**src/rtl/ucsbece152a_mod_counter_if.sv**
```systemverilog
// ucsbece152a_mod_counter_if: control and status bundle for one counter digit.
// master drives the controls and observes the count; slave is the counter.
interface ucsbece152a_mod_counter_if #(
  parameter int WIDTH = 4
);
  logic             enable_i;
  logic             dir_i;
  logic             clear_i;
  logic             load_i;
  logic [WIDTH-1:0] load_value_i;
  logic             sat_i;
  logic [WIDTH-1:0] count_o;
  logic             tc_o;
  logic             carry_o;
  logic             ovf_o;

  modport master (
    output enable_i,
    output dir_i,
    output clear_i,
    output load_i,
    output load_value_i,
    output sat_i,
    input  count_o,
    input  tc_o,
    input  carry_o,
    input  ovf_o
  );

  modport slave (
    input  enable_i,
    input  dir_i,
    input  clear_i,
    input  load_i,
    input  load_value_i,
    input  sat_i,
    output count_o,
    output tc_o,
    output carry_o,
    output ovf_o
  );
endinterface

```
**src/rtl/ucsbece152a_mod_counter.sv**
```systemverilog
// ucsbece152a_mod_counter: modulo-N up/down digit with prescaler and carry.
// Define UCSBECE152A_COUNTER_SAT_EN to make sat_i/ovf_o live.
module ucsbece152a_mod_counter #(
  parameter int WIDTH    = 4,
  parameter int MODULUS  = 10,
  parameter int PRESCALE = 1
) (
  input  logic clk,
  input  logic rst,
  ucsbece152a_mod_counter_if.slave bus
);

  localparam logic [WIDTH-1:0] LAST = WIDTH'(MODULUS - 1);
  localparam int PW = (PRESCALE > 1) ? $clog2(PRESCALE) : 1;
  localparam logic [PW-1:0] PSC_LAST = PW'(PRESCALE - 1);

`ifdef UCSBECE152A_COUNTER_SAT_EN
  localparam bit SAT_EN = 1'b1;
`else
  localparam bit SAT_EN = 1'b0;
`endif

  generate
    if (MODULUS < 2 ||
        ((WIDTH < 31) && (MODULUS > (1 << WIDTH))))
    begin : g_bad_modulus
      $error("MODULUS out of range for WIDTH");
    end
    if (PRESCALE < 1) begin : g_bad_prescale
      $error("PRESCALE must be at least 1");
    end
  endgenerate

  logic [WIDTH-1:0] count_q;
  logic [WIDTH-1:0] count_d;
  logic [PW-1:0]    psc_q;
  logic [PW-1:0]    psc_d;
  logic             carry_q;
  logic             carry_d;
  logic             ovf_q;
  logic             ovf_d;

  logic             tick;
  logic             at_top;
  logic             at_bot;
  logic             at_term;
  logic             saturate;
  logic             load_big;
  logic [WIDTH-1:0] load_clamp;
  logic             do_clear;
  logic             do_load;
  logic             do_run;

  assign tick     = psc_q == PSC_LAST;
  assign at_top   = count_q == LAST;
  assign at_bot   = count_q == '0;
  assign at_term  = bus.dir_i ? at_bot : at_top;
  assign saturate = SAT_EN & bus.sat_i;

  // Compare one bit wider so MODULUS == 2**WIDTH never clamps.
  assign load_big   = {1'b0, bus.load_value_i} > {1'b0, LAST};
  assign load_clamp = load_big ? LAST : bus.load_value_i;

  assign do_clear = bus.clear_i;
  assign do_load  = !bus.clear_i && bus.load_i;
  assign do_run   = !bus.clear_i && !bus.load_i && bus.enable_i;

  always_comb begin
    count_d = count_q;
    psc_d   = psc_q;
    carry_d = 1'b0;
    ovf_d   = ovf_q;
    unique case (1'b1)
      do_clear: begin
        count_d = '0;
        psc_d   = '0;
        ovf_d   = 1'b0;
      end
      do_load: begin
        count_d = load_clamp;
        psc_d   = '0;
        ovf_d   = 1'b0;
      end
      do_run: begin
        if (!tick) begin
          psc_d = psc_q + 1'b1;
        end else begin
          psc_d = '0;
          if (!at_term) begin
            count_d = bus.dir_i ? count_q - 1'b1
                                : count_q + 1'b1;
          end else if (saturate) begin
            ovf_d = 1'b1;
          end else begin
            count_d = bus.dir_i ? LAST : '0;
            carry_d = 1'b1;
          end
        end
      end
      default: ;
    endcase
  end

  always_ff @(posedge clk or negedge rst) begin
    if (!rst) begin
      count_q <= '0;
      psc_q   <= '0;
      carry_q <= 1'b0;
      ovf_q   <= 1'b0;
    end else begin
      count_q <= count_d;
      psc_q   <= psc_d;
      carry_q <= carry_d;
      ovf_q   <= ovf_d;
    end
  end

  assign bus.count_o = count_q;
  assign bus.carry_o = carry_q;
  assign bus.ovf_o   = SAT_EN ? ovf_q : 1'b0;
  assign bus.tc_o    = at_term;

endmodule

```
**src/flat_wrapper.sv**
```systemverilog
// flat-port wrapper written by rule: the top's interface ports become plain ports
module ucsbece152a_mod_counter_flat 
#(
  parameter int WIDTH    = 4,
  parameter int MODULUS  = 10,
  parameter int PRESCALE = 1
)
  (clk, rst, bus_enable_i, bus_dir_i, bus_clear_i, bus_load_i, bus_load_value_i, bus_sat_i, bus_count_o, bus_tc_o, bus_carry_o, bus_ovf_o);
  ucsbece152a_mod_counter_if #(.WIDTH(WIDTH)) bus_i ();
  input  logic clk;
  input  logic rst;
  input wire logic [$bits(bus_i.enable_i)-1:0] bus_enable_i;
  input wire logic [$bits(bus_i.dir_i)-1:0] bus_dir_i;
  input wire logic [$bits(bus_i.clear_i)-1:0] bus_clear_i;
  input wire logic [$bits(bus_i.load_i)-1:0] bus_load_i;
  input wire logic [$bits(bus_i.load_value_i)-1:0] bus_load_value_i;
  input wire logic [$bits(bus_i.sat_i)-1:0] bus_sat_i;
  output wire logic [$bits(bus_i.count_o)-1:0] bus_count_o;
  output wire logic [$bits(bus_i.tc_o)-1:0] bus_tc_o;
  output wire logic [$bits(bus_i.carry_o)-1:0] bus_carry_o;
  output wire logic [$bits(bus_i.ovf_o)-1:0] bus_ovf_o;
  assign bus_i.enable_i = bus_enable_i;
  assign bus_i.dir_i = bus_dir_i;
  assign bus_i.clear_i = bus_clear_i;
  assign bus_i.load_i = bus_load_i;
  assign bus_i.load_value_i = bus_load_value_i;
  assign bus_i.sat_i = bus_sat_i;
  assign bus_count_o = bus_i.count_o;
  assign bus_tc_o = bus_i.tc_o;
  assign bus_carry_o = bus_i.carry_o;
  assign bus_ovf_o = bus_i.ovf_o;
  ucsbece152a_mod_counter #(.WIDTH(WIDTH), .MODULUS(MODULUS), .PRESCALE(PRESCALE)) u_core (.clk(clk), .rst(rst), .bus(bus_i));
endmodule
```
**config.mk**
```make
export PLATFORM = sky130hd
export DESIGN_NAME = ucsbece152a_mod_counter_flat
export DESIGN_NICKNAME = d
export VERILOG_FILES = /design/src/rtl/ucsbece152a_mod_counter_if.sv /design/src/rtl/ucsbece152a_mod_counter.sv /design/src/flat_wrapper.sv
export SDC_FILE = /design/constraint.sdc
export NUM_CORES = 1
export LEC_CHECK = 0
export CAP_MARGIN = 40
export CORE_AREA = 3 3 40 42
export DETAILED_ROUTE_END_ITERATION = 8
export DIE_AREA = 0 0 43 45
export PLACE_DENSITY = 0.62
export SLEW_MARGIN = 20
export SYNTH_ARGS = -nofsm -noshare
export SYNTH_HDL_FRONTEND = slang
export SYNTH_SLANG_ARGS = --single-unit
export TNS_END_PERCENT = 10
```
**constraint.sdc**
```tcl
create_clock -name clk -period 4 [get_ports clk]
set_input_delay 0.8 -clock clk [delete_from_list [all_inputs] [get_ports clk]]
set_output_delay 0.8 -clock clk [all_outputs]
set_load 0.01 [all_outputs]
```
Yosys cells after proc, flatten, opt, wreduce, memory -nomap -nowiden
Index checks and enable logic that the tools add are counted.
Widths: inputs -> output; s select.
{ "word_totals": {"ff_bits": 6, "latch_bits": 0, "ram_bits": 0, "rom_bits": 0, "output_inout_bits": 7, "elab_cells": 31, "n_memories": 0} }
{ "classes": {"add_sub_neg": 3, "mul": 0, "div_mod_pow": 0, "order_cmp": 1, "eq_ne": 2, "n_shift": 0, "mux": 12, "bitwise_logic": 0, "reduce_logical": 10} }
{ "ops": {"columns": ["operator", "count"], "rows": [
  ["$mux 4", 5],
  ["$pmux 4 s3", 1],
  ["$mux 1", 5],
  ["$add 4x1->4 const B", 1],
  ["$eq 4x4->1 const B", 1],
  ["$gt 4x4->1 const B", 1],
  ["$logic_not 4->1", 1],
  ["$sub 4x1->4 const B", 1],
  ["$logic_and 1x1->1", 3],
  ["$reduce_bool 3->1", 1],
  ["$logic_not 1->1", 2],
  ["$ne 2x2->1 const B", 1],
  ["$pmux 1 s2", 1],
  ["$reduce_and 2->1", 1],
  ["$reduce_bool 2->1", 1],
  ["$reduce_or 2->1", 1],
  ["$add 1x1->1 const B", 1]
]} }

Longest topological paths before layout
{ "depth": {"depth_word": 5, "ltp_mapped": 6} }

Worst setup path before layout
No wires, ideal clock.
{ "synth_path": {"path_kind": "in2out", "from": "input port bus_dir_i", "to": "output port bus_tc_o", "t_arrival_ns": 1.380, "required_time_ns": 3.200, "path_slack_ns": 1.820, "path_stages": 2, "n_path_buf": 0, "path_cell_list": "or3b_1 a21oi_2"} }
{ "synth_between": {"elab_chain_cells": 1} }
{ "synth_rtl": {"columns": ["element", "line", "rtl"], "rows": [
  ["start: declaration", "flat_wrapper.sv:13", "input wire logic [$bits(bus_i.dir_i)-1:0] bus_dir_i;"],
  ["$mux 1", "ucsbece152a_mod_counter.sv:57", "assign at_term = bus.dir_i ? at_bot : at_top;"],
  ["end: declaration", "flat_wrapper.sv:19", "output wire logic [$bits(bus_i.tc_o)-1:0] bus_tc_o;"]
]} }
Every way passes these cells.

Final worst setup path
Same ends and word-level chain as after synthesis.

==> out/metrics.cfg <==
[run_status]
status=completed

[layout]
final_nets=81
final_cell_mix=clkdlybuf4s50_1 (15), nor2_1 (5), dfrtp_1 (5)
area_delta_synth_final_pct=43.9
final_util=0.469
drive_above_1_share=0.0909
antennaDiodeCount=0
mostFrequentLayoutCell=clkdlybuf4s50_1

[floorplanning]
design.die.area_sq_um=1940
initial_core_util=0.326
die_h_um=45
ios=18
coreArea_sq_um=1280
die_x_um=43
num_rows=13

[yosys]
synth_flop_cell=dfrtp_1
netlist-cell-type-count=30
synth.avg_cell_area_sq_um=8.55
synth_area_leaders=dfrtp_1 (30%), ha_1 (6.0%), fa_1 (4.8%)
synth_xor_area_frac=0.0418
synth_edf_count=0
synth_top_area_cell=dfrtp_1
synthAdderAreaFrac=0.107
yosys-mux-area-fraction=0
synth_seq_cells=5
ys_seq_area_frac=0.299
synth_top_area_share=0.299
synthSimpleGateAreaFrac=0.304
syn-num-nets=63
syn_area_sq_um=419
syn_inst=49
synth_compound_area_frac=0.185
synth_top_family_by_area=simple AND/OR/NAND/NOR gates
yosysWarnings=0
async_reset_ff_frac=1.00

[setup_path]
crit_top_cell=clkdlybuf4s50_1
crit_arrival_ns=2.65
crit_chain=clkdlybuf4s50_1 > or3b_1 > a21oi_2 > clkdlybuf4s50_1
required_ns=3.20
crit_slowest_cell=clkdlybuf4s50_1
cp-end-kind=output pin
reg2reg_depth=6
worstSetupPathType=in2out
start_kind=input port
cpPeakStageDelay_ns=0.66
cp_max_fo=11
r2r_setup_slack_ns=2.26
reg2reg_to=u_core.bus.count_o[3]
reg2reg_from=u_core.bus.count_o[2]

[route]
vias_per_cell=5.01
drtAntennaViolNets=0
drcViolationCount=0
routed_wl_um=910
dr.pass1.iters=3
num_vias=406
drt_iter0_markers=8
wl_per_cell_um=11.2

[clock_network]
holdBufCountCts=0
post-cts-setup-buffers=0
cts.sinks=5
clock_path_buffers=2
insertion_delay_ns=0.23
cts-root-buf=clkbuf_4
cts_max_level=1
cts_made_buffers=3
path_clk_slew_ns=0.04
cts_tree=yes
ctsResizeCount=0

[min_path]
worstHoldEndpoint=u_core.bus.count_o[3]
hp-class=reg2reg
holdPathStages=2
hp-start=u_core.bus.count_o[3]

[place]
portBuffers=15
gp_congestion=0.714
dp_hpwl_um=731

[global_routing]
grt_pass1_vias=370
antenna_found_initial=0
grt_max_degree=12
grt_pass1_wl_mm=1.57
grt-ovfl-total=0
grt_use_total=0.114

[sta]
period_share=0.861
rsz0062_at_grt=no
fin_crit_ns=3.45
timing.fmax_mhz=290
final-hold-violation-count=0
maxSlewViolCount=0
skew_ns=0.00207
setup_viol=0
fin_tns_setup_ns=0

[job]
maxCapViolCount=0

[power]
powerDensity_nw_per_um2=285
peakVddDrop_mv=0.210
p_leak_nw=0.246

## through the flow
stage | power [mW] | hold slack [ns] | instances | instance area [sq um] | worst slack, ns
6_report | 0.172 | 0.765 | 81 | 603 | 0.554
2_1_floorplan | 0.0913 | 0.504 | 49 | 419 | 1.82
3_5_place_dp | 0.117 | 0.761 | 77 | 577 | 0.548
5_1_grt | 0.186 | 0.786 | 81 | 603 | 0.455
4_1_cts | 0.175 | 0.766 | 81 | 603 | 0.538
3_3_place_gp | 0.117 | 0.768 | 77 | 577 | 0.562
## how the worst max path moves through the flow
stage,from,to,cells past startpoint
5_1_grt,bus_dir_i,bus_tc_o,4
4_1_cts,bus_dir_i,bus_tc_o,4
6_report,bus_dir_i,bus_tc_o,4
3_3_place_gp,bus_dir_i,bus_tc_o,4
2_1_floorplan,bus_dir_i,bus_tc_o,2
3_5_place_dp,bus_dir_i,bus_tc_o,4
## registers in the layout, indices dropped and copies added (netlist names)
register and cells:
u_core.bus.count_o 4, u_core.bus.carry_o 1
## worst max-delay path, delay by kind of cell
family | cells | cell delay [ns]
compound gates | 1 | 0.22
buf+inv | 2 | 1.23
simple gates | 1 | 0.40
## cell usage after synthesis (2+ instances only)
library cell,instances
o22ai_1,2
nor2_1,5
ha_1,2
dfrtp_1,5
a21oi_1,2
inv_1,3
nand2_1,4
nor3_1,2
nand3b_1,2
a22oi_1,2
## cell type report
| type | instances | area (sq um) |
|---|---|---|
| clock buffer | 4 | 26.3 |
| fill | 138 | 682 |
| inverter | 3 | 11.3 |
| multi-input combinational | 39 | 272 |
| sequential | 5 | 125 |
| tap | 15 | 18.8 |
| timing repair buffer | 15 | 150 |
## layer usage
layer,share of wire,routed length [um],track usage
met3,0.053,48,0.0598
met1,0.48,439,0.140
met2,0.46,422,0.174
met4,0,0,0.0361
met5,0,0,0
## kinds of logic after synthesis
logic type / after synthesis
other: 1
adders and majority gates: 3
DFF: 5
and+or+nand+nor: 22
buffers and inverters: 5
AOI/OAI and AO/OA: 11
xor gates and xnor gates: 2
## report_power, final
part	internal [mW]	leakage [nW]	total, mW	switching (mW)
clock network	0.0376	0.0150	0.0559	0.0184
logic	0.0309	0.165	0.0551	0.0242
registers	0.0542	0.0662	0.0609	0.00679
(Power assumes the default switching activity.)
==> edit 1, RTL diff (config.mk and constraints unchanged) <==
`WIDTH` is set to 4 in 3 places; all go to 5.
--- a/src/rtl/ucsbece152a_mod_counter_if.sv
+++ b/src/rtl/ucsbece152a_mod_counter_if.sv
@@ -1,7 +1,7 @@
 // ucsbece152a_mod_counter_if: control and status bundle for one counter digit.
 // master drives the controls and observes the count; slave is the counter.
 interface ucsbece152a_mod_counter_if #(
-  parameter int WIDTH = 4
+  parameter int WIDTH = 5
 );
   logic             enable_i;
   logic             dir_i;
--- a/src/rtl/ucsbece152a_mod_counter.sv
+++ b/src/rtl/ucsbece152a_mod_counter.sv
@@ -1,7 +1,7 @@
 // ucsbece152a_mod_counter: modulo-N up/down digit with prescaler and carry.
 // Define UCSBECE152A_COUNTER_SAT_EN to make sat_i/ovf_o live.
 module ucsbece152a_mod_counter #(
-  parameter int WIDTH    = 4,
+  parameter int WIDTH    = 5,
   parameter int MODULUS  = 10,
   parameter int PRESCALE = 1
 ) (
--- a/src/flat_wrapper.sv
+++ b/src/flat_wrapper.sv
@@ -1,7 +1,7 @@
 // flat-port wrapper written by rule: the top's interface ports become plain ports
 module ucsbece152a_mod_counter_flat 
 #(
-  parameter int WIDTH    = 4,
+  parameter int WIDTH    = 5,
   parameter int MODULUS  = 10,
   parameter int PRESCALE = 1
 )
Ports: changed (resized bus_count_o and bus_load_value_i); port bits go from 18 to 20. The function was not compared with the original's and may differ.
==> edit 1 against the unedited design <==
  * Sequential share of layout area is 1.3 points higher
  * Combinational power increased by 28%
  * Count of clock-buffer cells in the layout fell by 1
  * Global-route usage is 2.3 points higher
  * Total power rose by 16%
  * Synthesized area rose by 14%
  * Via count increased by 1.5%
  * Fmax up 7.2%
  * Design area is 13% higher
  * Worst hold slack got worse by 170 ps
  * Wire length up 10%
  * Worst setup slack better by 230 ps
  * Largest power group unchanged
  * Sequential cell count is 1 higher
==> edit 1: results (changes against the unedited design) <==
total_leakage_power_nw: 0.316  # +28%
crit_path_max_incr_delay_ps: 610  # -50 ps
insertion_delay_ps: 250  # +20 ps
routedWlPerCell_um: 12.4  # +10%
preCtsSetupSlack_ps: 771  # +222 ps
synth_common_cells: "dfrtp_1, a21o_1, a21oi_1, xor2_1"
crit_slowest_cell: "clkdlybuf4s50_1"
result_of_the_run: "complete, no violations"
mappedNetlistNets: 63  # unchanged
worstHoldPathCells: 1  # -1
hold_class: "reg -> reg"
first_pass_iters: 3  # unchanged
critical_path.max_fanout: 7  # -4
powerDensity_mw_per_mm2: 293  # +2.7%
total_cts_buffers: 3  # unchanged
worst_ep_arrival_time_ps: 2420  # -230 ps
worstReg2RegStart: "u_core.bus.count_o[0]"
synth_async_sr_flop_share_pct: 100  # unchanged
post_drt_via_cell_ratio: 5.09  # +1.5%
clkSlewWorstSetupHoldPaths_ps: 40  # about the same
synth.distinct_cells: 24  # -20%
clock_tree.htree_level_count: 1  # unchanged
ys_seq_area_share_pct: 31.4  # +1.6 points
finClkSkew_ps: 8.29  # +6.21 ps
portBuffers: 17  # +2
detailed_place.area_um2: 659  # +14%
number_of_global_route_vias_before_repair: 436  # +18%
r2r_cells: 5  # -1
detailed_place_hpwl_um: 848  # +16%
setup.worst_path.start: "bus_dir_i"
n_antenna_cell: 0  # unchanged
place_congestion: 0.710  # -0.53%
worstHoldStart: "u_core.bus.count_o[4]"
clk_root_buffer_cell: "clkbuf_4"
max-vdd-ir-drop_mv: 0.162  # -23%
flip_flop_count_of_the_largest_register_after_layout: 5  # +1
finalNetCount: 84  # +3.7%
drive_gt1_share_pct: 12.1  # +3.0 points
global_route.usage.total_pct: 13.7  # +2.3 points
grt_first_pass_wirelength_um: 1870  # +19%
mean_cell_area_of_the_mapped_netlist_um2: 10.2  # +19%
fillerInstances: 128  # -7.2%
synth.area.top_cells: "dfrtp_1, ha_1, xor2_1"
routed-via-count: 412  # +1.5%
largest_net_degree_at_the_start_of_global_routing: 9  # -3
place.detailed.instances: 78  # +1.3%
drt_iter0_markers: 9  # +1
post_cts_resized: 0  # unchanged
postCtsSetupRepairBufs: 0  # unchanged
-- edit 1: area by class of cell --
cell class | instances | area share, %
Inverter | 2 | 1.10
Clock buffer | 3 | 3.30
Multi-Input combinational cell | 38 | 45.9
Tap cell | 15 | 2.75
Timing Repair Buffer | 17 | 25.0
Sequential cell | 6 | 22.0
-- edit 1: path summary, 6_finish.rpt --
kind                       slack (ps)                     to
max                               780               bus_tc_o
min                               590  u_core.bus.count_o[4]
max reg2reg                      2230  u_core.bus.count_o[4]
min reg2reg                       590  u_core.bus.count_o[4]
max in group asynchronous        2960  u_core.bus.count_o[4]
min in group asynchronous         800  u_core.bus.count_o[0]
-- edit 1: kinds of logic after synthesis --
family / after synthesis / synth area share, %
AO/OA/AOI/OAI: 18 / 28.5
AND/OR/NAND/NOR: 10 / 14.9
flip-flops: 6 / 31.4
XOR/XNOR: 5 / 9.16
adder cells (fa/ha/maj): 4 / 12.0
buffers and inverters: 3 / 3.14
other: 1 / 0.785
-- edit 1: where the power goes --
part	internal [mW]	switching, mW	total, mW	leakage, nW
clock network	0.0340	0.0223	0.0563	0.0138
registers	0.0656	0.00742	0.0731	0.0803
logic	0.0398	0.0306	0.0704	0.221
total	0.139	0.0604	0.200	0.316
-- edit 1: metal layers --
metal | track usage [%] | part of all wire [%] | vias to the layer above | wire (um)
met4 | 10.8 | 3.0 | 0 | 30
met3 | 3.98 | 8.3 | 4 | 83
met1 | 14.7 | 43 | 178 | 435
met2 | 22.8 | 45 | 17 | 455
li1 | - | - | 213 | -
met5 | 0 | 0 | - | 0
==> edit 2, RTL diff (same flow settings) <==
Made on the original files. Reset style: synchronous (`rst`), changed in one clocked block.
--- a/src/rtl/ucsbece152a_mod_counter.sv
+++ b/src/rtl/ucsbece152a_mod_counter.sv
@@ -101,7 +101,7 @@
     endcase
   end
 
-  always_ff @(posedge clk or negedge rst) begin
+  always_ff @(posedge clk) begin
     if (!rst) begin
       count_q <= '0;
       psc_q   <= '0;
Function: differs if rst is asserted again (counterexample within 4 cycles, from zero or initial values and one cycle with rst low); with rst held inactive, the same outputs for 10 cycles.
==> edit 2 against the unedited design <==
  * Non-clock buffer count stayed put
  * Wire length increased by 9.8%
  * Sequential cell count did not move
  * Worst setup slack gained 180 ps
  * Cell count up 4.9%
  * Global-route usage barely moved
  * Total power shrank 4.5%
  * Synthesized area rose by 9.9%
  * Combinational power down 10%
  * Design area increased by 4.4%
  * Synthesized cell count is 10% higher
  * Critical endpoint unchanged
  * Largest power group unchanged
==> edit 2: results (changes against the unedited design) <==
max-vdd-ir-drop_mv: 0.269  # +28%
multi_input_area_share_pct: 50.7  # +5.7 points
drive_gt1_share_pct: 11.4  # +2.3 points
post_drt_via_cell_ratio: 5.34  # +6.6%
synth.area.top_cells: "dfxtp_1, ha_1, a21oi_1"
r2r_cells: 5  # -1
seq_share_pct: 15.9  # -4.8 points
detailed_place_hpwl_um: 791  # +8.3%
finClkSkew_ps: 2.51  # +0.437 ps
reg2reg_to: "u_core.bus.count_o[3]"
clock_tree_area_fraction_pct: 4.17  # -0.18 points
mappedNetlistNets: 68  # +7.9%
number_of_global_route_vias_before_repair: 400  # +8.1%
met1_usage_grt_pct: 14.3  # +0.21 points
clk_root_buffer_cell: "clkbuf_4"
synth-main-ff-cell: "dfxtp_1"
finalNetCount: 85  # +4.9%
worstHoldStart: "u_core.bus.count_o[3]"
signal_buffer_area_fraction_pct: 23.9  # -1.0 points
first_pass_iters: 4  # +1
grt_first_pass_wirelength_um: 1660  # +5.7%
synth.distinct_cells: 35  # +17%
result_of_the_run: "complete, no violations"
largest_net_degree_at_the_start_of_global_routing: 13  # +1
critical_path.max_fanout: 10  # -1
number_of_inverters_outside_the_clock_class_in_the_layout: 4  # +1
drt_iter0_markers: 6  # -2
ys_seq_area_share_pct: 21.7  # -8.1 points
synth_async_sr_flop_share_pct: 0  # -100 points
min_delay_worst_endpoint: "u_core.bus.count_o[3]"
postSynthCellCount: 54  # +10%
fillerInstances: 130  # -5.8%
place_congestion: 0.808  # +13%
worstReg2RegStart: "u_core.bus.count_o[1]"
total_leakage_power_nw: 0.256  # +3.8%
route.met3.wl_um: 90  # +88%
comb_multi_in: 42  # +7.7%
routedWlPerCell_um: 11.8  # +4.6%
global_route.usage.total_pct: 11.4  # about the same
edit 2: per-stage QoR:
stage	hold WS, ps	setup slack [ps]	instances	utilization (%)	area, um2
finish	577	732	85	49.0	629
global placement	576	725	81	46.9	603
detailed placement	566	727	81	46.9	603
global route	603	604	85	49.0	629
CTS	573	721	85	49.0	629
floorplan	549	1970	54	-	460
edit 2: report_power, final:
part | switching [mW] | total, mW | internal [mW]
clock | 0.0196 | 0.0572 | 0.0376
sequential | 0.00484 | 0.0575 | 0.0526
combinational | 0.0226 | 0.0495 | 0.0269
edit 2: kinds of logic after synthesis:
group,after synthesis,share of synthesized area (%)
multiplexers,1,2.17
other,1,0.814
flip-flops,5,21.7
AO/OA/AOI/OAI,17,27.2
adder cells (fa/ha/maj),3,9.78
AND/OR/NAND/NOR,18,25.5
buffers and inverters,7,8.97
XOR/XNOR,2,3.81
edit 2: worst max-delay path, cell delays in order:
cell and delay [ps]:
clkdlybuf4s50_1 660, nor3b_1 280, o21ai_2 130, inv_1 70
clkdlybuf4s50_1 520
